--- src/rtl/echo_app_stats_sampler_pkg.sv ---
`default_nettype none
// ============================================================================
// echo_app_stats_defs : record layout and sampler state shared with the stats log/reader
// Rev 1.0
// ============================================================================
package echo_app_stats_defs;
  localparam int STATS_TIMESTAMP_W = 64;
  localparam int STATS_REQ_CNT_W   = 64;
  localparam int STATS_DEPTH_LOG2  = 10;
  localparam int CLIENT_ADDR_W     = 8;

  typedef struct packed {
    logic [STATS_TIMESTAMP_W-1:0] timestamp;
    logic [STATS_REQ_CNT_W-1:0]   req_cnt;
  } echo_app_stats_struct;

  localparam int ECHO_APP_STATS_STRUCT_W = $bits(echo_app_stats_struct);

  typedef enum logic [0:0] {
    IDLE = 1'b0,
    RUN  = 1'b1
  } sampler_state_e;
endpackage
`default_nettype wire

--- src/rtl/echo_app_stats_sampler_sat_ctr.sv ---
`default_nettype none
// ============================================================================
// echo_app_stats_sat_ctr : saturating request counter with load-to-1 and clear
// Rev 1.0
// ============================================================================
module echo_app_stats_sat_ctr #(
  parameter int W = 32
) (
  input  logic         clk,
  input  logic         rst,
  input  logic         incr,
  input  logic         clr,
  input  logic         load1,
  output logic [W-1:0] cnt_o,
  output logic [W-1:0] cnt_incr_o
);
  localparam logic [W-1:0] CNT_MAX = '1;

  logic [W-1:0] cnt_q;
  logic [W-1:0] cnt_d;

  // cnt_incr_o is the count with this cycle's request applied, so a closing
  // record can include a request that arrives in the tick cycle itself.
  always_comb begin
    cnt_incr_o = (incr && (cnt_q != CNT_MAX)) ? cnt_q + W'(1) : cnt_q;
    cnt_d      = cnt_incr_o;
    if (clr)   cnt_d = '0;
    if (load1) cnt_d = W'(1);
  end

  always_ff @(posedge clk or posedge rst) begin
    if (rst) cnt_q <= '0;
    else     cnt_q <= cnt_d;
  end

  assign cnt_o = cnt_q;
endmodule
`default_nettype wire

--- src/rtl/echo_app_stats_sampler.sv ---
`default_nettype none
// ============================================================================
// echo_app_stats_sampler : periodic {timestamp, req_cnt} records into simple_log.
// Define ECHO_APP_STATS_DELTA_EN for per-interval counts (default: cumulative).
// Rev 1.0
// ============================================================================
module echo_app_stats_sampler
  import echo_app_stats_defs::*;
#(
  parameter longint unsigned SAMPLE_INTERVAL = 1024,
  parameter int              CNT_W           = 32
) (
  input  logic                               clk,
  input  logic                               rst,
  input  logic                               echo_app_incr_req_done,
  output logic                               log_wr_req_val,
  output logic [ECHO_APP_STATS_STRUCT_W-1:0] log_wr_req_data
);
  if ((SAMPLE_INTERVAL < 2) || (SAMPLE_INTERVAL > 64'h0000_0000_FFFF_FFFF)) begin : g_bad_interval
    $error("SAMPLE_INTERVAL must be in 2..2^32-1");
  end
  if ((CNT_W < 1) || (CNT_W > STATS_REQ_CNT_W)) begin : g_bad_cnt_w
    $error("CNT_W must be in 1..STATS_REQ_CNT_W");
  end

  localparam logic [31:0] INTERVAL_LAST = 32'(SAMPLE_INTERVAL - 1);

  sampler_state_e               state_q;
  logic [31:0]                  interval_cnt_q;
  logic [STATS_TIMESTAMP_W-1:0] timestamp_q;
  logic [CNT_W-1:0]             req_cnt_q;
  logic [CNT_W-1:0]             req_cnt_incr;
  logic                         tick;
  logic                         start;
  logic                         ctr_incr;
  logic                         ctr_clr;
  echo_app_stats_struct         rec;

  assign start    = (state_q == IDLE) && echo_app_incr_req_done;
  assign tick     = (state_q == RUN) && (interval_cnt_q == INTERVAL_LAST);
  assign ctr_incr = (state_q == RUN) && echo_app_incr_req_done;
`ifdef ECHO_APP_STATS_DELTA_EN
  assign ctr_clr  = tick;
`else
  assign ctr_clr  = 1'b0;
`endif

  echo_app_stats_sat_ctr #(
    .W(CNT_W)
  ) u_req_ctr (
    .clk       (clk),
    .rst       (rst),
    .incr      (ctr_incr),
    .clr       (ctr_clr),
    .load1     (start),
    .cnt_o     (req_cnt_q),
    .cnt_incr_o(req_cnt_incr)
  );

  always_comb begin
    rec.timestamp = timestamp_q;
    rec.req_cnt   = STATS_REQ_CNT_W'(req_cnt_incr);
  end

  always_ff @(posedge clk or posedge rst) begin
    if (rst) begin
      state_q         <= IDLE;
      interval_cnt_q  <= '0;
      timestamp_q     <= '0;
      log_wr_req_val  <= 1'b0;
      log_wr_req_data <= '0;
    end else begin
      log_wr_req_val <= 1'b0;
      case (state_q)
        IDLE: begin
          if (echo_app_incr_req_done) begin
            state_q        <= RUN;
            interval_cnt_q <= '0;
            timestamp_q    <= '0;
          end
        end
        RUN: begin
          timestamp_q    <= timestamp_q + 64'd1;
          interval_cnt_q <= tick ? 32'd0 : interval_cnt_q + 32'd1;
          if (tick) begin
            log_wr_req_val  <= 1'b1;
            log_wr_req_data <= rec;
          end
        end
        default: state_q <= IDLE;
      endcase
    end
  end
endmodule
`default_nettype wire

--- config.mk ---
export PLATFORM = sky130hd
export DESIGN_NAME = echo_app_stats_sampler
export DESIGN_NICKNAME = d
export VERILOG_FILES = /design/src/rtl/echo_app_stats_sampler_pkg.sv /design/src/rtl/echo_app_stats_sampler_sat_ctr.sv /design/src/rtl/echo_app_stats_sampler.sv
export SDC_FILE = /design/constraint.sdc
export NUM_CORES = 1
export LEC_CHECK = 0
export CAP_MARGIN = 20
export CORE_UTILIZATION = 35
export DETAILED_ROUTE_END_ITERATION = 10
export PLACE_DENSITY_LB_ADDON = 0.25
export SYNTH_ARGS = -nofsm -noshare
export SYNTH_HDL_FRONTEND = slang
export SYNTH_SLANG_ARGS = --single-unit
--- constraint.sdc ---
create_clock -name clk -period 19 [get_ports clk]
set_clock_uncertainty 0.05 [all_clocks]
set_input_delay 2.85 -clock clk [delete_from_list [all_inputs] [get_ports clk]]
set_output_delay 2.85 -clock clk [all_outputs]
set_load 0.03 [all_outputs]
==> metrics.md <==
| Metric | Value |
|---|---|
| Synth Register Bits | 226 |
| RSZ-0062 raised after global routing | false |
| Ys async rst share | 100.0% |
| Nets | 1,222 |
| Pwr/cell area | 91.48 nW/um^2 |
| CP bufs+invs | 1 |
| Mapped Area | 10,460 um^2 |
| Vias | 8,314 |
| DRT Pass-1 Iters | 4 |
| Peak supply drop | 0.00006772 V |
| WP data required | 19.38 ns |
| Synth Area in XOR/XNOR | 3.015% |
| Ports | 132 |
| Top_reg_cell synth | dfrtp_1 |
| Initial Util | 36.05% |
| Layout area overhead | 20.04% |
| Post-Synth Adder-Cell Area | 0.3589% |
| DR WL/cell | 15.09 um |
| Finished Core Util | 43.27% |
| Clk_lat worst skew | 0.52 ns |
| Number of global-route vias before repair | 7,848 |
| Total number of yosys warnings | 0 |
| Unique masters post-synth | 49 |
| Crit-path max cell delay | 0.65 ns |
| CTS resizes | 0 |
| Setup_tns | 0 ns |
| Fin. max-slew vios | 0 |
| Worst-path cell chain | clkdlybuf4s50_1 > and2_0 > nand3_1 > nor4_1 > nand2_1 > or3_1 > a31oi_1 |
| Post-layout min period | 4.887 ns |
| Initial antenna violation count | 0 |
| CP max-delay cell | clkdlybuf4s50_1 |
| Non-filler instance count after layout | 1,617 |
| Compound-cell area share of the yosys netlist | 10.40% |
| CTS Buffer Depth | 3 |
| Largest family of logic cells by synthesized area | simple AND/OR/NAND/NOR gates |
| GR Util met2 | 24.27% |
| Routed WL | 24,400 um |
| Global placer's final weighted congestion | 0.8475 |
| Mux share of post-synthesis cell area | 2.620% |
| DP Cell Count | 1,572 |
| Crit end category | flip-flop |
| Endpoints failing setup | 0 |
| Detailed placement HPWL | 16,300 um |
| Worst EP arrival | 5.27 ns |
| IO buf count | 99 |
| Type of the worst setup path | in2reg |
| GR Overflow Total | 0 |
| Grt met1 use | 24.85% |
| ANT cells | 0 |
| Max_slew headroom | 30.90% |
| CP startpoint kind | input port |
| Vias per cell | 5.142 |
| Max Cap Viol | 0 |
| Clk sink count | 226 |
| Least-Margin Pin Slew | 1.036 ns |
| Antenna-violating nets left | 0 |
| Gr busiest metal | met1 |
| Post-route DRC | 0 |
| Die area | 30,580 um^2 |
| Fraction of layout cells with a size suffix above 1 | 6.326% |
| Root buffer cell | clkbuf_16 |
| Syn Inst Count | 1,127 |
| DR iter-0 viols | 560 |
| TritonCTS clock tree | built |
| R2R depth | 6 |
| Clk slew on worst S/H paths | 0.06 ns |
| Hold Crit Depth | 2 |
| Post-synth EDFFs | 0 |
| Delay-heaviest family, CP | simple AND/OR/NAND/NOR gates |
| Syn_area_per_cell | 9.280 um^2 |
| Worst hold path type | reg2reg |
| Final hold vios | 0 |
| Total track usage | 16.29% |
| Pin count of the biggest net entering global routing | 92 |
| Max Clk Rate | 204.6 MHz |
| H-tree depth reported by CTS | 1 |
| Setup bufs post-CTS | 0 |
| Synth Area in Simple Gates | 24.99% |
| Leakage Power | 0.005450 uW |
| Status | completed |
| Die Width | 174.9 um |
| Crit share post-route | 25.72% |
| Core Rows | 62 |
| TritonCTS buffer count | 25 |
| Core area | 29,010 um^2 |
| Die Span Y | 174.9 um |
| WP depth | 7 |
| Hold Buf Count CTS | 0 |
| M3 GR Usage | 2.480% |
| Seq/Total Area, Yosys | 54.07% |
| First-pass GRT wire length | 41,340 um |
| CP Max Fanout | 10 |
==> synth_stat cells, types with 2 or more instances <==
library cell	n	area, um^2
o31ai_1	28	210.2
clkbuf_1	43	161.4
nand3_2	2	20.02
nor4_1	18	112.6
inv_1	11	41.29
a22o_1	2	17.52
nand4_2	2	25.02
nor3_1	19	95.09
o211ai_1	17	127.6
mux2i_1	15	150.1
o41ai_1	7	61.31
nand4_1	40	250.2
a31oi_1	9	56.30
and4_1	7	61.31
ha_1	3	37.54
nand3_1	90	450.4
nor2_1	80	300.3
xnor2_1	9	78.83
buf_4	32	240.2
o21ai_0	82	410.4
or3_1	6	37.54
and2_1	5	31.28
nor2b_1	5	31.28
nand2_1	257	964.7
nor4_2	2	25.02
xor2_1	27	236.5
o311ai_0	2	17.52
and3_1	17	106.4
or4_1	2	15.01
nand2b_1	5	31.28
buf_2	2	10.01
a21oi_1	29	145.1
dfrtp_1	226	5655
mux2_2	11	123.9
==> where the power goes <==
| group | leakage (uW) | internal, uW | total [uW] | switching [uW] |
|---|---|---|---|---|
| sequential | 0.00278 | 521 | 581 | 60.1 |
| clock | 0.000392 | 274 | 465 | 191 |
| combinational | 0.00227 | 40.9 | 102 | 61.0 |
==> cell type report <==
type                            instances  area [um^2]
Clock buffer                           35        713.2
Clock inverter                          9        76.32
Fill cell                            2824        16460
Inverter                               12        52.55
Multi-Input combinational cell        841         4483
Sequential cell                       226         5655
Tap cell                              384        480.5
Timing Repair Buffer                  110         1094
==> metal layers <==
metal  part of all wire [%]  vias up
li1                       -     4083
met1                     51     4028
met2                     43      177
met3                    4.3       26
met4                    1.4        0
met5                      0        -
==> sequential cells by signal, indices dropped and copies added (netlist names) <==
signal,flops
timestamp_q,64
log_wr_req_val,1
state_q,1
interval_cnt_q,32
u_req_ctr.cnt_o,32
log_wr_req_data,96
==> worst register-to-register path, stage by stage, from the launching register on <==
cell	delay (ns)
dfrtp_1	0.52
nand4_2	0.21
or4_1	0.70
nor4_1	0.87
nand2_1	0.32
o311ai_1	0.35
o41ai_1	0.12
==> layout by cell type (no fill, tap or decap), types with 19 or more instances in the layout <==
cell             Yosys  layout
clkdlybuf4s50_1      0      99
clkbuf_16            0      25
xor2_1              27      27
nand4_1             40      40
conb_1               1      32
dfrtp_1            226     226
o31ai_1             28      27
nand2_1            257     255
o21ai_0             82      82
nor2_1              80      79
nor3_1              19      19
nand3_1             90      90
a21oi_1             29      29
==> path summary, 6_finish.rpt <==
path,start,endpoint,slack [ns]
max,echo_app_incr_req_done,log_wr_req_data[27]$_DFFE_PP0P_,14.11
min,log_wr_req_data[94]$_DFFE_PP0P_,log_wr_req_data[94]$_DFFE_PP0P_,0.41
max reg2reg,timestamp_q[4]$_DFFE_PP0P_,timestamp_q[63]$_DFFE_PP0P_,15.72
min reg2reg,log_wr_req_data[94]$_DFFE_PP0P_,log_wr_req_data[94]$_DFFE_PP0P_,0.41
max in group asynchronous,rst,log_wr_req_data[115]$_DFFE_PP0P_,14.84
min in group asynchronous,rst,log_wr_req_data[74]$_DFFE_PP0P_,2.71
==> cells by family (layout without fill, tap and decap cells) <==
| group | count (synthesis) | in the layout |
|---|---|---|
| DFF | 226 | 226 |
| and+or+nand+nor | 563 | 563 |
| adders and majority gates | 3 | 3 |
| muxes | 26 | 26 |
| buffers and inverters | 91 | 166 |
| other | 1 | 32 |
| AOI/OAI and AO/OA | 181 | 181 |
| xor gates and xnor gates | 36 | 36 |
==> stage by stage <==
stage                     total power (uW)  worst slack (ns)  hold WS (ns)  instance area, um^2
after CTS                             1163             14.19        0.4188                12530
after detailed placement             690.5             13.66        0.4055                11740
final                                 1148             14.11        0.4105                12550
after global placement               686.2             13.70        0.3999                11740
after floorplan                      662.7             9.909        0.3957                10580
after global routing                  1207             13.93        0.4452                12550
Note: power is estimated with default switching activity, not from simulation.
